==> src/rtl/al422_frame_writer_pkg.sv <==
`default_nettype none
// ============================================================================
// Module      : al422_frame_writer_pkg
// Description : Shared definitions for the AL422 frame writer. Holds the
//               writer FSM state encoding and the AL422 write-port pin
//               polarity constants used by the FSM and the pin sequencer.
// Revision    : 1.0 - initial release
// ============================================================================
package al422_frame_writer_pkg;

    // Writer FSM state encoding
    typedef enum logic [2:0] {
        ST_IDLE  = 3'd0,
        ST_WRST  = 3'd1,
        ST_WR_LO = 3'd2,
        ST_WR_HI = 3'd3,
        ST_WAIT  = 3'd4
    } state_t;

    // AL422 write-port pin levels
    localparam logic c_we_on    = 1'b0;   // /WE asserted
    localparam logic c_we_off   = 1'b1;
    localparam logic c_wrst_on  = 1'b0;   // /WRST asserted
    localparam logic c_wrst_off = 1'b1;
    localparam logic c_wck_lo   = 1'b0;
    localparam logic c_wck_hi   = 1'b1;

endpackage : al422_frame_writer_pkg
`default_nettype wire

==> src/rtl/al422_wr_phy.sv <==
`default_nettype none
// ============================================================================
// Module      : al422_wr_phy
// Description : AL422 write-port pin sequencer. Registers WCK, /WE, /WRST and
//               write data from the writer FSM's next state, so every pin is
//               glitch-free and its level matches the FSM state it belongs to.
// Ports       : i_clk         system clock
//               i_rst_n       asynchronous active-low reset
//               i_state_nxt   FSM next state
//               i_wck_phase   WCK level to drive during the pointer reset
//               i_data        byte to present when entering the low WCK phase
//               o_wck/o_we_n/o_wrst_n/o_data  registered AL422 pins
// Revision    : 1.0 - initial release
// ============================================================================
module al422_wr_phy
    import al422_frame_writer_pkg::*;
(
    input  logic       i_clk,
    input  logic       i_rst_n,
    input  state_t     i_state_nxt,
    input  logic       i_wck_phase,
    input  logic [7:0] i_data,
    output logic       o_wck,
    output logic       o_we_n,
    output logic       o_wrst_n,
    output logic [7:0] o_data
);

    logic       wck_q,    wck_d;
    logic       we_n_q,   we_n_d;
    logic       wrst_n_q, wrst_n_d;
    logic [7:0] data_q,   data_d;

    always_comb begin
        wck_d    = c_wck_lo;
        we_n_d   = c_we_off;
        wrst_n_d = c_wrst_off;
        data_d   = data_q;
        case (i_state_nxt)
            ST_WRST: begin
                wrst_n_d = c_wrst_on;
                wck_d    = i_wck_phase;
            end
            ST_WR_LO: begin
                // Data is set up while WCK is low, captured on the next rise
                we_n_d = c_we_on;
                data_d = i_data;
            end
            ST_WR_HI: begin
                we_n_d = c_we_on;
                wck_d  = c_wck_hi;
            end
            default: ;
        endcase
    end

    always_ff @(posedge i_clk or negedge i_rst_n) begin
        if (!i_rst_n) begin
            wck_q    <= c_wck_lo;
            we_n_q   <= c_we_off;
            wrst_n_q <= c_wrst_off;
            data_q   <= 8'h00;
        end else begin
            wck_q    <= wck_d;
            we_n_q   <= we_n_d;
            wrst_n_q <= wrst_n_d;
            data_q   <= data_d;
        end
    end

    assign o_wck    = wck_q;
    assign o_we_n   = we_n_q;
    assign o_wrst_n = wrst_n_q;
    assign o_data   = data_q;

endmodule : al422_wr_phy
`default_nettype wire

==> src/rtl/al422_frame_writer.sv <==
`default_nettype none
// ============================================================================
// Module      : al422_frame_writer
// Description : Streams byte frames into an AL422 FIFO. A start-of-frame
//               byte triggers a write-pointer reset, then each byte is
//               written with one low and one high WCK phase. A frame ends
//               after FRAME_BYTES bytes; an early start-of-frame aborts it.
// Ports       : in_clk, in_nrst           clock, async active-low reset
//               in_valid/in_data/in_sof   upstream byte stream
//               in_ready                  byte accepted when valid & ready
//               al422_wck/we_n/wrst_n/data  registered AL422 write port
//               frame_done, frame_err     one-cycle status pulses
// Revision    : 1.0 - initial release
// ============================================================================
module al422_frame_writer
    import al422_frame_writer_pkg::*;
#(
    parameter int FRAME_BYTES = 256,
    parameter int WRST_CYCLES = 2
) (
    input  logic       in_clk,
    input  logic       in_nrst,
    input  logic       in_valid,
    input  logic [7:0] in_data,
    input  logic       in_sof,
    output logic       in_ready,
    output logic       al422_wck,
    output logic       al422_we_n,
    output logic       al422_wrst_n,
    output logic [7:0] al422_data,
    output logic       frame_done,
    output logic       frame_err
);

    localparam int CNT_W = $clog2(FRAME_BYTES + 1);
    localparam int PH_W  = $clog2(2 * WRST_CYCLES + 1);

    localparam logic [CNT_W-1:0] c_cnt_full = CNT_W'(FRAME_BYTES);
    localparam logic [PH_W-1:0]  c_ph_last  = PH_W'(2 * WRST_CYCLES - 1);

    state_t           state_q, state_d;
    logic [CNT_W-1:0] cnt_q,   cnt_d;
    logic [PH_W-1:0]  ph_q,    ph_d;     // cycle index inside the pointer reset
    logic [7:0]       byte_q,  byte_d;
    logic             done_q,  done_d;
    logic             err_q,   err_d;

    logic             w_ready;
    logic             w_accept;
    logic [CNT_W-1:0] w_cnt_inc;

    assign w_accept  = in_valid & w_ready;
    // Saturating increment: the counter never wraps past a full frame
    assign w_cnt_inc = (cnt_q == c_cnt_full) ? cnt_q : cnt_q + CNT_W'(1);

    // ------------------------------------------------------------------
    // State and datapath registers
    // ------------------------------------------------------------------
    always_ff @(posedge in_clk or negedge in_nrst) begin
        if (!in_nrst) begin
            state_q <= ST_IDLE;
            cnt_q   <= '0;
            ph_q    <= '0;
            byte_q  <= 8'h00;
            done_q  <= 1'b0;
            err_q   <= 1'b0;
        end else begin
            state_q <= state_d;
            cnt_q   <= cnt_d;
            ph_q    <= ph_d;
            byte_q  <= byte_d;
            done_q  <= done_d;
            err_q   <= err_d;
        end
    end

    // ------------------------------------------------------------------
    // Next-state and datapath
    // ------------------------------------------------------------------
    always_comb begin
        state_d = state_q;
        cnt_d   = cnt_q;
        ph_d    = ph_q;
        byte_d  = byte_q;
        case (state_q)
            ST_IDLE: begin
                // Non-sof bytes are dropped here to resynchronise to a frame
                if (w_accept && in_sof) begin
                    byte_d  = in_data;
                    cnt_d   = '0;
                    ph_d    = '0;
                    state_d = ST_WRST;
                end
            end
            ST_WRST: begin
                if (ph_q == c_ph_last) begin
                    state_d = ST_WR_LO;
                end else begin
                    ph_d = ph_q + PH_W'(1);
                end
            end
            ST_WR_LO: begin
                state_d = ST_WR_HI;
            end
            ST_WR_HI: begin
                cnt_d   = w_cnt_inc;
                state_d = (w_cnt_inc == c_cnt_full) ? ST_IDLE : ST_WAIT;
            end
            ST_WAIT: begin
                if (w_accept) begin
                    byte_d = in_data;
                    if (in_sof) begin
                        // Early sof: restart with this byte as the new first
                        cnt_d   = '0;
                        ph_d    = '0;
                        state_d = ST_WRST;
                    end else begin
                        state_d = ST_WR_LO;
                    end
                end
            end
            default: begin
                state_d = ST_IDLE;
            end
        endcase
    end

    // ------------------------------------------------------------------
    // FSM outputs
    // ------------------------------------------------------------------
    always_comb begin
        w_ready = (state_q == ST_IDLE) || (state_q == ST_WAIT);
        done_d  = (state_q == ST_WR_HI) && (w_cnt_inc == c_cnt_full);
        err_d   = (state_q == ST_WAIT) && w_accept && in_sof;
    end

    // Pins are registered from the next state so they line up with state_q
    al422_wr_phy u_phy (
        .i_clk       (in_clk),
        .i_rst_n     (in_nrst),
        .i_state_nxt (state_d),
        .i_wck_phase (ph_d[0]),
        .i_data      (byte_d),
        .o_wck       (al422_wck),
        .o_we_n      (al422_we_n),
        .o_wrst_n    (al422_wrst_n),
        .o_data      (al422_data)
    );

    assign in_ready   = w_ready;
    assign frame_done = done_q;
    assign frame_err  = err_q;

endmodule : al422_frame_writer
`default_nettype wire

==> config.mk <==
export PLATFORM = sky130hd
export DESIGN_NAME = al422_frame_writer
export DESIGN_NICKNAME = d
export VERILOG_FILES = /design/src/rtl/al422_frame_writer_pkg.sv /design/src/rtl/al422_wr_phy.sv /design/src/rtl/al422_frame_writer.sv
export SDC_FILE = /design/constraint.sdc
export NUM_CORES = 1
export LEC_CHECK = 0
export CAP_MARGIN = 40
export CORE_MARGIN = 4
export CORE_UTILIZATION = 30
export CTS_CLUSTER_SIZE = 8
export DETAILED_ROUTE_END_ITERATION = 6
export HOLD_SLACK_MARGIN = 0.12
export SYNTH_ARGS = -nofsm -noshare
export SYNTH_HDL_FRONTEND = slang
export SYNTH_SLANG_ARGS = --single-unit
==> constraint.sdc <==
create_clock -name in_clk -period 2.6 [get_ports in_clk]
set_clock_uncertainty 0.2 [all_clocks]
set_input_delay 0.39 -clock in_clk [delete_from_list [all_inputs] [get_ports in_clk]]
set_output_delay 0.39 -clock in_clk [all_outputs]
set_load 0.02 [all_outputs]
==> results of run 1 <==
-- sequential cells by signal, indices dropped and copies added, names as in the netlist --
| name | flops |
|---|---|
| cnt_q | 9 |
| byte_q | 8 |
| u_phy.o_data | 8 |
| ph_q | 3 |
| state_q | 3 |
| frame_done | 1 |
| frame_err | 1 |
| u_phy.o_wck | 1 |
| u_phy.o_we_n | 1 |
| u_phy.o_wrst_n | 1 |
-- cells by family (layout without fill, tap and decap cells) --
kind of cell	after synthesis	after routing
flops	36	36
simple gates	52	52
fa+ha+maj	3	3
compound gates	29	29
buf+inv	14	42
xor+xnor	3	3
mux	18	18
-- layout by cell type, fill, tap and decap left out, types with 2 or more instances in the layout --
cell type	Yosys	layout
a21oi_1	5	5
a311oi_1	2	2
and2_0	2	2
and3_1	3	3
buf_4	0	2
clkbuf_8	0	5
clkdlybuf4s50_1	0	25
dfrtp_1	34	34
dfstp_2	2	2
ha_1	3	3
inv_1	7	7
mux2_2	18	18
nand2_1	10	10
nand3_1	7	7
nor2_1	8	8
nor2_2	2	2
nor2b_1	2	2
nor3_1	3	3
nor3b_1	2	2
o21ai_0	10	10
o21ai_1	2	2
o31ai_1	2	2
xor2_1	3	3
-- cell type report --
type / instances / area share, %
well taps: 72 / 4.18
clock inverters: 2 / 0.581
repair buffers: 27 / 12.3
inverters: 7 / 1.22
multi-input cells: 105 / 36.4
flip-flops and latches: 36 / 42.0
clock buffers: 6 / 3.37
-- routing by layer --
| metal | wire length (um) | vias to the layer above | GRT usage, % |
|---|---|---|---|
| li1 | - | 605 | - |
| met1 | 1700 | 582 | 14.6 |
| met2 | 1450 | 21 | 14.2 |
| met3 | 149 | 6 | 3.24 |
| met4 | 75 | 0 | 5.18 |
| met5 | 0 | - | 0 |
-- worst paths after layout --
check | start | to | slack, ns | cells past startpoint
max | state_q[1]$_DFF_PN0_ | in_ready | 0.38 | 2
min | byte_q[1]$_DFF_PN0_ | byte_q[1]$_DFF_PN0_ | 0.30 | 1
max reg2reg | cnt_q[0]$_DFFE_PN0P_ | frame_done$_DFF_PN0_ | 0.63 | 6
min reg2reg | byte_q[1]$_DFF_PN0_ | byte_q[1]$_DFF_PN0_ | 0.30 | 1
max in group asynchronous | in_nrst | u_phy.o_wrst_n$_DFF_PN1_ | 1.53 | 2
min in group asynchronous | in_nrst | u_phy.o_data[4]$_DFFE_PN0N_ | 0.32 | 2
-- critical path, stage by stage, from the launching register on --
cell and delay, ns:
dfrtp_1 0.53, nor2_1 0.20, clkdlybuf4s50_1 0.62
-- power breakdown --
group          switching (mW)  total, mW  internal [mW]
combinational           0.423      0.867          0.444
sequential              0.120      0.884          0.764
clock                   0.202      0.389          0.187
total                   0.745       2.14           1.40
==> results.yml, run 1 <==
synthesis:
  synth.most_common_cell: "dfrtp_1"
  ys_seq_elements: 36
  synth_warnings: 0
  synth_nets: 170
  synth_largest_area_cell: "dfrtp_1"
  synth_ff_type: "dfrtp_1"
  synth_area_leaders: "dfrtp_1, mux2_2, dfstp_2"
  seq_area_frac_synth_pct: 51.4
  synth_simple_gate_area_share_pct: 18.1
  avgSynthCellArea_sq_um: 11.3
  synth-edff-count: 0
  synth-xor-area-share_pct: 1.49
  synth_top_family_by_area: "simple AND/OR/NAND/NOR gates"
  synth_top_area_share_pct: 48.4
  synthAdderAreaFrac_pct: 2.14
  ys_async_sr_fraction_pct: 100
  synth_cell_types: 45
  synthCells: 155
  synth_common_cells: "dfrtp_1, mux2_2, nand2_1, o21ai_0, nor2_1"
  yosys-mux-area-fraction_pct: 11.5
  netlist_area_sq_um: 1760
  synth_compound_area_share_pct: 11.2
clocking:
  holdBufCountCts: 0
  cts_setup_buffers: 0
  cts-resized-gates: 0
  clk_path_buf_depth: 2
  cts_root_buf: "clkbuf_8"
  clk_pin_slew_ns: 0.08
  clock_latency_ns: 0.29
  cts.sinks: 36
  cts_buffers: 5
  cts_tree: "done"
  h-tree-depth: 2
final_layout:
  multiInputGateArea_sq_um: 783
  fin_nets: 197
  diodes: 0
  fin_util_pct: 38.4
  finish.instance_area_sq_um: 2150
  regArea_sq_um: 903
  fill_cells: 568
  syn2layout_area_growth_pct: 22.5
  instances_no_fill: 255
  drive_above_1_share_pct: 21.9
setup_path:
  crit_required_ns: 2.01
  worst_setup_path_start_kind: "flop"
  arrival_ns: 1.63
  path_max_fanout: 12
  crit_type: "reg -> out"
  worst_setup_path_end_kind: "output pin"
detailed_routing:
  first_pass_iters: 4
  vias_per_cell: 4.76
  drt_wl_total_um: 3380
  dr_total_vias: 1214
  ant_nets: 0
  dr.first_iter.drc_count: 96
  wl_per_cell_um: 13.2
  drc: 0
timing:
  whs_ns: 0.296
  setup_ws_ns: 0.385
  rsz0062_at_grt: "false"
  fmax_ghz: 0.451
  fin_crit_ns: 2.22
  final-hold-violation-count: 0
  tns_ns: 0
  tightest_slew_ns: 0.459
  slew_headroom_pct: 69.4
  setup_viol: 0
  min_period_over_period_pct: 85.2
  slew_viol_final: 0
pwr:
  power_leakage_nw: 0.907
  total_power_mw: 2.14
  power.density_nw_per_um2: 994
  irDropWorstVdd_v: 0.000450
floorplanning:
  die_area_sq_um: 7150
  placementRows: 27
  core_area_sq_um: 5610
  start_util_pct: 31.3
  die_width_um: 84.6
  ios: 26
  fp.dieH_um: 84.6
global_routing:
  antenna_found_initial: 0
  grt_pass1_vias: 1195
  grtUsageTotal_pct: 10.4
  grt_max_degree: 37
  grt_remaining_overflow: 0
  grt_pass1_wl_um: 5900
hold_path:
  hp-class: "reg -> reg"
place:
  dp_cells: 247
  port_buffers: 25
  hpwl_um: 2390
  preCtsSetupSlack_ns: 0.218
  dpl-instance-area_sq_um: 2070
  place.gp.congestion: 0.842
status:
  status: "finished clean"
run:
  max_cap_viol_count: 0
No activity file was read; power rests on OpenSTA's default activity.
==> run 2: changes to the inputs <==
Settings changed: SETUP_SLACK_MARGIN set to 0.3.
==> results.yml, run 2 (same netlist as run 1, synthesis figures left out) <==
timing:
  tns_ns: 0
  slew_headroom_pct: 69.4
  slew_viol_final: 0
  fin_crit_ns: 2.16
  setup_viol: 0
  min_period_over_period_pct: 82.9
  tightest_slew_ns: 0.459
  whs_ns: 0.296
  rsz0062_at_grt: "false"
  fmax_ghz: 0.464
  final-hold-violation-count: 0
detailed_routing:
  ant_nets: 0
  dr_total_vias: 1210
  drc: 0
  vias_per_cell: 4.75
  wl_per_cell_um: 13.2
  first_pass_iters: 4
  dr.first_iter.drc_count: 96
  drt_wl_total_um: 3380
pwr:
  total_power_mw: 2.14
  comb_power_share_pct: 40.5
  p_switching_mw: 0.745
  irDropWorstVdd_v: 0.000450
  p_int_mw: 1.40
  power_leakage_nw: 0.906
  p_clk_share_pct: 18.2
  sw_frac_of_total_pct: 34.8
  power.density_nw_per_um2: 994
  seq_power_share_pct: 41.4
global_routing:
  grt_remaining_overflow: 0
  grt_pass1_vias: 1195
  grtUsageTotal_pct: 10.4
  antenna_found_initial: 0
  grt_max_degree: 37
  grt_pass1_wl_um: 5900
final_layout:
  syn2layout_area_growth_pct: 22.6
  fin_nets: 197
  instances_no_fill: 255
  diodes: 0
  layout_commonest_cell: "dfrtp_1"
  fin_util_pct: 38.4
  fill_cells: 567
  largest_reg_flops: 9
  top_register: "cnt_q"
  regArea_sq_um: 905
  drive_above_1_share_pct: 22.4
  multiInputGateArea_sq_um: 783
  final_cell_mix: "dfrtp_1, clkdlybuf4s50_1, mux2_2"
clocking:
  cts_root_buf: "clkbuf_8"
  h-tree-depth: 2
  cts.sinks: 36
  cts_tree: "done"
  clk_path_buf_depth: 2
  cts_setup_buffers: 0
  cts_buffers: 5
  clock_latency_ns: 0.29
  clk_pin_slew_ns: 0.08
floorplanning:
  placementRows: 27
  die_area_sq_um: 7150
  start_util_pct: 31.3
  ios: 26
  fp.dieH_um: 84.6
  core_area_sq_um: 5610
  die_width_um: 84.6
setup_path:
  crit_cells: 2
  arrival_ns: 1.57
  worst_path_dominant_cell_family: "buffers and inverters"
  worst_setup_path_start_kind: "flop"
  r2r_start: "cnt_q[0]$_DFFE_PN0P_"
  reg2reg_to: "frame_done$_DFF_PN0_"
  crit_chain: "nor2_1 -> clkdlybuf4s50_1"
  slowest_stage: "clkdlybuf4s50_1"
  crit_buf_inv: 1
  crit_type: "reg -> out"
  r2r_setup_slack_ns: 0.63
  crit_required_ns: 2.01
  max_stage_delay_ns: 0.62
  path_max_fanout: 12
  worst_setup_path_end_kind: "output pin"
  r2r_cells: 6
hold_path:
  min_from: "byte_q[1]$_DFF_PN0_"
  whs_path_depth: 1
  hp-class: "reg -> reg"
  whs_endpoint: "byte_q[1]$_DFF_PN0_"
run:
  max_cap_viol_count: 0
place:
  dp_cells: 247
  place.gp.congestion: 0.842
  port_buffers: 25
  hpwl_um: 2390
status:
  status: "finished clean"
[run 2: routing by layer]
metal	part of all wire [%]	routed length, um	vias to the layer above	GRT usage [%]
met5	0	0	-	0
met4	2.2	75	0	5.18
met3	4.1	139	6	3.24
met2	43	1450	17	14.2
met1	51	1720	582	14.6
li1	-	-	605	-
[run 2: worst max-delay path by stage]
| stage | startpoint | end |
|---|---|---|
| finish | state_q[1]$_DFF_PN0_ | in_ready |
| global route | state_q[1]$_DFF_PN0_ | in_ready |
| CTS | state_q[1]$_DFF_PN0_ | in_ready |
| detailed placement | in_valid | u_phy.o_data[0]$_DFFE_PN0N_ |
| global placement | in_valid | u_phy.o_data[2]$_DFFE_PN0N_ |
| floorplan | cnt_q[0]$_DFFE_PN0P_ | frame_done$_DFF_PN0_ |
[run 2: worst reg2reg max path, delay by kind of cell (launching register included)]
family | cells | cell delay, ns
AND/OR/NAND/NOR | 2 | 0.45
XOR/XNOR | 1 | 0.15
flip-flops | 1 | 0.41
AO/OA/AOI/OAI | 2 | 0.41
adder cells (fa/ha/maj) | 1 | 0.25
[run 2: through the flow]
stage | area (sq um) | setup WS [ns]
after global routing | 2150 | 0.336
after CTS | 2150 | 0.365
after global placement | 2070 | 0.217
final | 2150 | 0.444
after detailed placement | 2070 | 0.218
after floorplan | 1760 | 0.679
[run 2: power by group through the flow]
| stage | combinational, mW | clock (mW) | sequential, mW |
|---|---|---|---|
| global route | 0.955 | 0.429 | 0.918 |
| floorplan | 0.488 | 0 | 0.964 |
| CTS | 0.882 | 0.406 | 0.889 |
| finish | 0.867 | 0.389 | 0.886 |
| detailed placement | 0.877 | 0 | 0.900 |
| global placement | 0.863 | 0 | 0.900 |
[run 2: layout make-up]
cell class                      count  area share (%)
Sequential cell                    36            42.0
Multi-Input combinational cell    105            36.4
Timing Repair Buffer               27            12.3
Tap cell                           72            4.18
Clock buffer                        6            3.37
Inverter                            7            1.22
Clock inverter                      2           0.581
[run 2: timing repair]
action                     in CTS  in global routing
gates resized for setup         0                  1
setup endpoints to repair       0                  1
hold buffers                    0                  0
==> patch 1 (config.mk and constraints of run 1) <==
Set the parameter `FRAME_BYTES` to 512 (it was 256).
--- a/src/rtl/al422_frame_writer.sv
+++ b/src/rtl/al422_frame_writer.sv
@@ -17,3 +17,3 @@
 #(
-    parameter int FRAME_BYTES = 256,
+    parameter int FRAME_BYTES = 512,
     parameter int WRST_CYCLES = 2
Formal check against the unedited RTL: same outputs for any inputs over 10 cycles, from zero or initial values and one cycle with in_nrst low; that may be too few to reach the edited logic, so the function may still have changed.
==> patch 1 against run 1 <==
Sequential cell count is 1 higher; register-to-register slack worse by 0.11 ns; clock power rose by 35%; highest routed layer unchanged; via count is 7.2% higher; utilization about the same; die area grew 2.7%; area after synthesis increased by 3.0%; setup slack better by 0.025 ns; first-iteration DRC count fell by 29%; design area increased by 4.8%; critical endpoint unchanged; final cell count grew 4.7%; routed wire length rose by 3.5%; power up 12%.
==> patch 1: results (changes against run 1) <==
[global_routing]
grt_max_degree = 29  ; -22%
grt_antenna_before_repair = 0  ; unchanged
grt_pass1_vias = 1371  ; +15%
grt_pass1_wl_mm = 6.51  ; +10%
grt_use_total_pct = 11.0  ; +0.65 points

[logic_synthesis]
synth_cell_types = 42  ; -6.7%
netlist_top_cells_count = dfrtp_1, mux2_2, o21ai_0, nor2_1
syn_nets = 178  ; +4.7%
seq_area_frac_synth_pct = 51.3  ; -0.11 points
ys_top_cells_by_area = dfrtp_1, mux2_2, o21ai_0, dfstp_2, a21oi_1

[placed_design]
dp_hpwl_mm = 2.48  ; +3.7%
place_ws_ns = 0.359  ; +0.141 ns
globalplace.congestion = 0.825  ; -2.1%

[cells_and_area]
largest_register_ffs = 10  ; +1
drive_above_1_share_pct = 19.8  ; -2.1 points
nNetsFinal = 206  ; +4.6%

[pwr]
leakagePower_nw = 0.960  ; +5.8%
ir_drop_mv = 0.511  ; +13%

[timing]
hold_slack_ns = 0.297  ; +0.000552 ns

[cts]
h-tree-depth = 2  ; unchanged
hold_buffers = 1  ; +1

[route]
routed_wl_mm = 3.49  ; +3.5%
drt_iter0_markers = 68  ; -29%
vias = 1301  ; +7.2%

[setup_path]
rr_worst_depth = 6  ; unchanged
cp_max_fo = 8  ; -4
rrSetupSlack_ns = 0.52  ; -0.11 ns

[status]
status = complete, no violations

[min_path]
hold_class = in2async

## patch 1: cell types whose count changed after synthesis, sizes merged, moves of 3 or more
cell	before	now
clkbuf	4	1
a21oi	5	9
nor3b	3	0
inv	7	4
buf	3	7
nor2	10	14
## patch 1: final cells by class
| cell class | instances | area [um2] |
|---|---|---|
| fillers | 617 | 3630 |
| flip-flops and latches | 37 | 928 |
| multi-input cells | 114 | 810 |
| repair buffers | 29 | 290 |
| well taps | 75 | 93.8 |
| clock buffers | 6 | 82.6 |
| clock inverters | 2 | 37.5 |
| inverters | 4 | 15.0 |
## patch 1: routing by layer
metal  up-vias  GRT usage, %  part of all wire, %
li1        637             -                    -
met1       637          15.1                   50
met2        22          16.3                   45
met3         5          3.46                  4.2
met4         0          3.88                  1.2
met5         -             0                    0
## patch 1: worst max path at each step
stage	start	to	slack [ns]	cells past startpoint
2_1_floorplan	cnt_q[0]	state_q[2]	0.66	7
3_3_place_gp	in_valid	u_phy.o_data[1]	0.37	5
3_5_place_dp	in_valid	u_phy.o_data[7]	0.36	5
4_1_cts	state_q[1]	in_ready	0.39	2
5_1_grt	state_q[1]	in_ready	0.33	2
6_report	state_q[1]	in_ready	0.41	2
## patch 1: cell families (layout without fill, tap and decap cells)
group                    count (synthesis)  count (layout)  synth area share (%)
AO/OA/AOI/OAI                           36              36                  12.6
XOR/XNOR                                 2               2                 0.968
adder cells (fa/ha/maj)                  3               3                  2.07
buffers and inverters                   12              41                  4.01
flip-flops                              37              37                  51.3
multiplexers                            17              17                  10.6
AND/OR/NAND/NOR                         56              56                  18.5
## patch 1: per-stage QoR
step | util [%] | std cells | total power, W | instance area, um2
floorplan | - | 163 | 0.00158 | 1810
global placement | 35.8 | 257 | 0.00187 | 2110
detailed placement | 36.1 | 258 | 0.00188 | 2130
CTS | 38.4 | 267 | 0.00242 | 2260
global route | 38.4 | 267 | 0.00258 | 2260
finish | 38.4 | 267 | 0.00239 | 2260
## patch 1: critical path, cell delays in order (launching register included)
cell,delay (ns)
dfrtp_1,0.50
nor2_4,0.19
clkdlybuf4s50_1,0.63
## patch 1: power by group
part | internal, W | switching, W | leakage (nW)
clock network | 0.000312 | 0.000212 | 0.0574
registers | 0.000789 | 0.000143 | 0.470
logic | 0.000467 | 0.000464 | 0.432
total | 0.00157 | 0.000819 | 0.960
==> patch 2 (settings of run 1) <==
Without the edit above. `data_q` no longer has a reset.
--- a/src/rtl/al422_wr_phy.sv
+++ b/src/rtl/al422_wr_phy.sv
@@ -61,3 +61,2 @@
             wrst_n_q <= c_wrst_off;
-            data_q   <= 8'h00;
         end else begin
@@ -66,4 +65,7 @@
             wrst_n_q <= wrst_n_d;
-            data_q   <= data_d;
         end
+    end
+
+    always_ff @(posedge i_clk) begin
+        data_q <= data_d;
     end
Check against the original RTL: differs if in_nrst is asserted again (counterexample within 10 cycles, from zero or initial values and one cycle with in_nrst low); with in_nrst held inactive, the same outputs for 10 cycles.
==> patch 2 against run 1 <==
Register-to-register slack lost 0.07 ns; count of clock-buffer cells in the layout down 1; area after synthesis down 3.7%; design area fell by 1.5%; combinational power down 21%; sequential cell count unchanged; power shrank 9.5%; fmax up 0.89%; routed wire length down 2.1%; non-clock buffer count grew 4; setup slack better by 0.020 ns; via count down 0.33%; critical path type unchanged; critical endpoint unchanged; largest cell class unchanged.
==> patch 2: results (changes against run 1) <==
[global_routing]
grt_pass1_vias = 1226  ; +2.6%
grt_pass1_wl_mm = 5.85  ; -0.81%

[route]
vias_per_cell = 4.82  ; +1.3%
dr_wl_met3_um = 155  ; +4.0%
dr_wl_met2_mm = 1.51  ; +4.1%
drt_iter0_markers = 80  ; -17%
wl_met1_mm = 1.57  ; -7.4%

[logic_synthesis]
ys_async_sr_fraction_pct = 77.8  ; -22 points
synth-edff-count = 8  ; +8
synth_cell_types = 51  ; +13%
syn_nets = 162  ; -4.7%

[cells_and_area]
comb.multi_input.count = 100  ; -4.8%
n_all_buffers = 31  ; +15%
inv_count = 4  ; -3
seq_share_pct = 44.5  ; +2.5 points

[pwr]
ir_drop_mv = 0.371  ; -18%
internal-power_w = 0.00129  ; -7.6%
powerComb_w = 0.000685  ; -21%

[placed_design]
placed_area_um2 = 2030  ; -1.6%
dp_hpwl_mm = 2.31  ; -3.3%
place_ws_ns = 0.446  ; +0.227 ns
globalplace.congestion = 0.772  ; -8.3%

[setup_path]
rr_worst_depth = 5  ; -1
rr_endpoint = state_q[2]
cp_max_fo = 9  ; -3
cp.arrival_ns = 1.61  ; -0.02 ns
rrSetupSlack_ns = 0.56  ; -0.07 ns

[status]
status = complete, no violations

-- patch 2: critical path: cells and delay by family, from the launching register on --
family,cells,cell delay (ns)
flip-flops,1,0.47
AND/OR/NAND/NOR,1,0.22
buffers and inverters,1,0.64
-- patch 2: through the flow --
stage                     instances  total power [W]
after floorplan                 147          0.00133
after global placement          243          0.00157
after detailed placement        243          0.00158
after CTS                       251          0.00197
after global routing            251          0.00210
final                           251          0.00194
-- patch 2: logic make-up (layout without fill, tap and decap cells) --
family          count (synthesis)  count (layout)  synth area share [%]
simple gates                   52              52                  19.0
flops                          36              36                  55.7
compound gates                 33              33                  11.9
mux                            11              11                  7.17
buf+inv                        11              43                  3.47
fa+ha+maj                       3               3                  2.22
xor+xnor                        1               1                 0.517
